**src/rtl/icache_ro.sv**
```systemverilog
// Read-only direct-mapped instruction cache with 4-word lines.
// Hits are served combinationally; a miss stalls the requester while one line is refilled.
module icache_ro #(
   parameter int NUM_SETS = 8
) (
   input  logic          clk,
   input  logic          rst_n,
   input  logic          proc_read,
   input  logic          proc_write,
   input  logic [29:0]   proc_addr,
   input  logic [31:0]   proc_wdata,
   output logic [31:0]   proc_rdata,
   output logic          proc_stall,
   output logic          mem_read,
   output logic          mem_write,
   output logic [27:0]   mem_addr,
   output logic [127:0]  mem_wdata,
   input  logic [127:0]  mem_rdata,
   input  logic          mem_ready
);

   localparam int IDX_W = $clog2(NUM_SETS);
   localparam int TAG_W = 28 - IDX_W;

   typedef enum logic {
      S_IDLE,
      S_FILL
   } state_t;

   state_t              state_q, state_d;
   logic                mem_read_q, mem_read_d;
   logic [27:0]         mem_addr_q, mem_addr_d;
   logic [NUM_SETS-1:0] valid_q, valid_d;
   logic [TAG_W-1:0]    tag_q  [NUM_SETS];
   logic [127:0]        data_q [NUM_SETS];

   logic [IDX_W-1:0]    req_idx;
   logic [TAG_W-1:0]    req_tag;
   logic [1:0]          req_word;
   logic [IDX_W-1:0]    fill_idx;
   logic [TAG_W-1:0]    fill_tag;
   logic [127:0]        req_line;
   logic                hit;
   logic                install;

   assign req_word = proc_addr[1:0];
   assign req_idx  = proc_addr[IDX_W+1:2];
   assign req_tag  = proc_addr[29:IDX_W+2];
   assign fill_idx = mem_addr_q[IDX_W-1:0];
   assign fill_tag = mem_addr_q[27:IDX_W];

   assign req_line   = data_q[req_idx];
   assign hit        = proc_read & valid_q[req_idx] & (tag_q[req_idx] == req_tag);
   assign proc_rdata = req_line[{req_word, 5'b0} +: 32];

   assign mem_read  = mem_read_q;
   assign mem_addr  = mem_addr_q;
   assign mem_write = 1'b0;
   assign mem_wdata = '0;

   // Write path is never used by a read-only cache.
   logic unused_inputs;
   assign unused_inputs = ^{proc_write, proc_wdata};

   always_comb begin
      state_d    = state_q;
      mem_read_d = mem_read_q;
      mem_addr_d = mem_addr_q;
      proc_stall = 1'b0;
      install    = 1'b0;
      case (state_q)
         S_IDLE: begin
            if (proc_read && !hit) begin
               proc_stall = 1'b1;
               state_d    = S_FILL;
               mem_read_d = 1'b1;
               mem_addr_d = proc_addr[29:2];
            end
         end
         S_FILL: begin
            // The latched line is installed even if the requester has moved on.
            proc_stall = 1'b1;
            if (mem_ready) begin
               install    = 1'b1;
               mem_read_d = 1'b0;
               state_d    = S_IDLE;
            end
         end
         default: state_d = S_IDLE;
      endcase
   end

   always_comb begin
      valid_d = valid_q;
      if (install) begin
         valid_d[fill_idx] = 1'b1;
      end
   end

   always_ff @(posedge clk) begin
      if (!rst_n) begin
         state_q    <= S_IDLE;
         mem_read_q <= 1'b0;
         mem_addr_q <= '0;
         valid_q    <= '0;
      end else begin
         state_q    <= state_d;
         mem_read_q <= mem_read_d;
         mem_addr_q <= mem_addr_d;
         valid_q    <= valid_d;
      end
   end

   // Tag and data arrays carry no reset; a line only becomes visible through valid_q.
   always_ff @(posedge clk) begin
      if (rst_n && install) begin
         tag_q[fill_idx]  <= fill_tag;
         data_q[fill_idx] <= mem_rdata;
      end
   end

endmodule

```
**config.mk**
```make
export PLATFORM = sky130hd
export DESIGN_NAME = icache_ro
export DESIGN_NICKNAME = d
export VERILOG_FILES = /design/src/rtl/icache_ro.sv
export SDC_FILE = /design/constraint.sdc
export NUM_CORES = 1
export LEC_CHECK = 0
export CAP_MARGIN = 10
export CELL_PAD_IN_SITES_DETAIL_PLACEMENT = 1
export CELL_PAD_IN_SITES_GLOBAL_PLACEMENT = 1
export CORE_MARGIN = 3
export CORE_UTILIZATION = 45
export DETAILED_ROUTE_END_ITERATION = 10
export PLACE_DENSITY_LB_ADDON = 0.1
export SYNTH_ARGS = -nofsm -noshare
export SYNTH_HDL_FRONTEND = slang
export SYNTH_SLANG_ARGS = --single-unit
```
**constraint.sdc**
```tcl
create_clock -name clk -period 28.8 [get_ports clk]
set_input_delay 2.88 -clock clk [delete_from_list [all_inputs] [get_ports clk]]
set_output_delay 2.88 -clock clk [all_outputs]
set_load 0.05 [all_outputs]
```
== Yosys cells after proc, flatten, opt, wreduce, memory -nomap -nowiden ==
Memory sizes are Yosys's and may differ from the RTL's.
Index checks and enable logic that the tools add are counted.

* Add/subtract/negate cells: 0
* Multipliers: 0
* Divide/modulo/power cells: 0
* Order comparisons: 3
* Equal/unequal tests: 3
* Shifts and indexed selects: 1
* Multiplexer cells: 15
* Bitwise operators: 4
* Reduce and logical (&&, ||, !) cells: 6

{| class="wikitable"
|+ Operator list
! cell !! number
|-
| 128-bit by 8-bit variable part select with 32-bit output || 1
|-
| 25-bit equality test || 1
|-
| 1-bit two-way mux || 10
|-
| 3-bit by 4-bit less-than comparator with 1-bit output (second input constant) || 2
|-
| 8-bit OR || 1
|-
| 1-bit case mux with 2 select lines || 3
|-
| 2-bit != test (second input constant) || 2
|-
| 2-bit AND reduction || 2
|-
| 1-bit binary-select mux with 3-bit select || 1
|-
| 1-bit demux with 3-bit select || 1
|-
| 3-bit by 1-bit greater-or-equal comparator with 1-bit output (second input constant) || 1
|-
| 1-bit logical AND || 3
|-
| 1-bit AND || 2
|-
| 1-bit logical NOT || 1
|-
| 1-bit NOT || 1
|}

* Bits in registers: 38
* Bits in latches: 0
* Bits in writable memories: 1224
* Bits in read-only memories: 0
* Input port bits: 195
* Output and inout port bits: 191
* Word-level logic and storage cells: 38
* Memories kept: 2

{| class="wikitable"
|+ Memories
! memory !! depth !! width !! rd ports !! clocked after memory_dff !! write ports !! line !! RTL
|-
| data_q || 8 || 128 || 1 || 0 || 1 || 35 || <nowiki>logic [127:0] data_q [NUM_SETS];</nowiki>
|-
| tag_q || 8 || 25 || 1 || 0 || 1 || 34 || <nowiki>logic [TAG_W-1:0] tag_q [NUM_SETS];</nowiki>
|}

== Depth between registers and ports, before layout ==
* Depth after elaboration: 8
* Gate-level depth with buffers: 11

== Worst setup path before layout ==
OpenSTA, ideal clock, no wires.

* Path type: input port to flip-flop
* From: input port rst_n
* To: memory data_q[1][0] (enable)
* Arrival: 13.464 ns
* Required time: 27.946 ns
* Setup slack: 14.482 ns
* Stages on the path: 2
* Cell sequence: nand4_1 nor3_1

* Longest elaborated chain between the ends: 3

{| class="wikitable"
|+ RTL lines
! what !! line !! RTL
|-
| from (decl) || 7 || <nowiki>input logic rst_n,</nowiki>
|-
| 1-bit logical AND || 116 || <nowiki>if (rst_n && install) begin</nowiki>
|-
| 1-bit two-way mux || 116 ||
|-
| 1-bit two-way mux (not written as such) || 118 || <nowiki>data_q[fill_idx] <= mem_rdata;</nowiki>
|-
| to (decl) || 35 ||
|}

No other way between the ends.

== Worst setup path after layout ==
* From: input port proc_addr[2]
* To: output port proc_rdata[21]

* Longest elaborated chain between the ends: 2

{| class="wikitable"
|+ RTL lines
! what !! line !! RTL
|-
| from (decl) || 10 || <nowiki>input logic [29:0] proc_addr,</nowiki>
|-
| memory 8 x 128 bit || - ||
|-
| 128-bit by 8-bit variable part select with 32-bit output || 54 || <nowiki>assign proc_rdata = req_line[{req_word, 5'b0} +: 32];</nowiki>
|-
| to (decl) || 12 || <nowiki>output logic [31:0] proc_rdata,</nowiki>
|}

No other way between the ends.

==> impl_results.md <==
- Status: complete, no violations
- # rows: 120
- Worst-margin pin slew: 1.18 ns
- Post-synth cell types: 41
- Final GP Congestion: 0.699
- RSZ-0062 raised after global routing: no
- Tmin final: 11.04 ns
- Area of the core: around 0.11 mm²
- Pre-CTS setup slack: 17.49 ns
- Multi-input gate area: 0.0106 mm²
- CTS Root Cell: clkbuf_16
- Setup TNS: 0 ns
- Final Power: 3.99 mW
- Comb pwr share: 0.067
- Hold Startpoint: valid_q[2]$_SDFFE_PN0P_
- Clock Sinks: 1262
- Worst hold path depth: 1
- Fin area: between 0.05 and 0.06 mm²
- Reg-to-reg startpoint: state_q$_SDFF_PN0_
- Synthesized instance count: 2129
- Psw: 0.855 mW
- Largest net degree at the start of global routing: 147
- Dpl cell area: 0.0525 mm²
- DIE AREA: between 0.1 and 0.15 mm²
- YS warnings: 0
- CTS max path bufs: 3
- Main synth FF type: edfxtp_1
- R2r endpoint: data_q[4][75]$_DFFE_PP_
- Register area share after synthesis: 0.764
- Clk slew on worst S/H paths: 0.05 ns
- R2R Setup Slk: around 25 ns
- Initial antenna violation count: 19
- Drc violations: 0
- CTS tree: yes
- Fmax: 0.0905 GHz
- PD cells: 70.1 mW/mm²
- Startpoint types: input port
- Post-cts sizing count: 0
- Fin cells: 3941
- Slowest stage cell, crit path: clkdlybuf4s50_1
- Post-synth ARST share: 0
- Post-CTS setup buffer count: 0
- HP Class: reg -> reg
- Peak fanout along the critical path: 100
- Placed insts: 3684
- Area fraction of the dominant cell type after synthesis: 0.749
- Largest area contributor in the netlist: edfxtp_1
- Hold WS: 0.450 ns
- HPWL Detailed: 59.7 mm
- Synth-to-Final Area Change: 15.9%
- LEAKAGE: 18.3 nW
- Die width: 336 µm
- Slew Limit Fails: 0
- Clk pwr share: 0.423
- Max_cap viols: 0
- Reg area: about 0.038 mm²
- Wirelength per Cell: 28.1 µm
- Synthesized cell area: 0.0491 mm²
- Port Buffers: 223
- Initial DRC Count: 1472
- FF-to-FF path depth: 4
- CTS Buf Count: 137
- Post-route ant nets: 0
- Commonest non-fill, non-tap cells in the layout: edfxtp_1 (1224), mux4_2 (352), clkdlybuf4s50_1 (217), clkbuf_16 (144), conb_1 (129)
- Share of post-route cells with drive strength above 1: 0.248
- Starting Density: 0.456
- Pint: 3.13 mW
- Hold_buf cts: 0
- Post-synth EDFFs: 1224
- Clock Latency Late Sink: 0.73 ns
- Total Routed Length: ~110 mm
- Total gr overflow: 0
- Htree depth: 4
- Final Hold Vio Count: 0
- # nets final: 2615
- WHS Endpoint: valid_q[2]$_SDFFE_PN0P_
- Commonest non-fill, non-tap cell in the layout: edfxtp_1
- # IOs: between 300 and 400
- Sw frac: 0.214
- Worst VDD drop: 0.0000496 V
- Die H: 336 µm
- CP Data Arrival Time: a little over 8 ns
- Seq cells post-synth: 1262
- Critical path class: in -> out
- Sequential power share: 0.510
- First-pass GRT wire length: 162 mm
- Via count: 21.9k
- Fin util: 0.528
- Setup ws final: 17.76 ns
- DRT Pass-1 Iters: 5
- Total track usage: 0.198
- Final setup vio count: 0
- Max-slew headroom: 0.216
- Period utilization: 0.383
- Skew final: 0.0293 ns
- # fillers: 9259
- CP endpoint kind: output pin
- Area contributors post-synth: edfxtp_1 (75%), mux4_2 (16%), buf_4 (2.0%)
- CP max stage delay: 0.80 ns
- CP required: ~26 ns
- Number of global-route vias before repair: 24.1k
- Syn avg cell area: ~23 µm²
- Vias per inst: 5.55
- Crit path cell chain: buf_8, buf_12, buf_4, buf_4, mux4_2, mux4_2, mux2_2, clkdlybuf4s50_1
[flip-flops by register name, summed over array words and instances, names as in the netlist]
name and flops:
data_q 1024, mem_addr 28, valid_q 8, state_q 1, tag_q 200, mem_read 1
[layout make-up]
class	instances	share of cell area
multi-input combinational	763	0.187
clock inverter	74	0.0111
clock buffer	175	0.0658
sequential	1262	0.660
timing repair buffer	256	0.0452
antenna	8	0.000352
tap	1403	0.0309
[power groups by stage]
stage               registers (mW)  clock network [mW]  logic, mW
floorplan                     2.08                   0      0.178
global placement              2.07                   0      0.267
detailed placement            2.07                   0      0.271
CTS                           2.03                1.73      0.272
global route                  2.03                1.81      0.284
finish                        2.03                1.69      0.267
[worst max-delay path by stage]
stage                                   endpoint         start  depth (start not counted)
after CTS                         proc_rdata[21]  proc_addr[2]                          8
after floorplan           data_q[1][0]$_DFFE_PP_         rst_n                          2
after global routing              proc_rdata[21]  proc_addr[2]                          8
after detailed placement          proc_rdata[21]  proc_addr[2]                          8
after global placement            proc_rdata[21]  proc_addr[2]                          8
final                             proc_rdata[21]  proc_addr[2]                          8
[routing by layer]
metal  wire [µm]  global-route usage  up-vias
li1            -                   -     9312
met1       46100               0.261    11913
met2       56800               0.337      467
met3        5650              0.0433      161
met4        1860              0.0480       18
met5         116                   0        -
[critical path, delay by kind of cell]
kind | cells | cell delay, ns
muxes | 3 | 1.38
buffers and inverters | 5 | 3.51
[cells in the mapped netlist (7+ instances only)]
master	number
buf_4	132
nor2_1	9
mux2i_1	77
a21o_1	10
xor2_1	14
clkbuf_1	30
buf_1	21
mux2_2	38
buf_2	41
mux4_2	352
nand2_1	62
edfxtp_1	1224
nand3_1	7
buf_6	8
dfxtp_1	38
a22o_1	10
[cell families after synthesis]
| group | share of synthesized area |
|---|---|
| flops | 0.764 |
| mux | 0.186 |
| buf+inv | 0.0301 |
| simple gates | 0.0101 |
| compound gates | 0.00660 |
| xor+xnor | 0.00268 |
| other cells | 0.0000764 |
No activity file was read; power rests on OpenSTA's default activity.
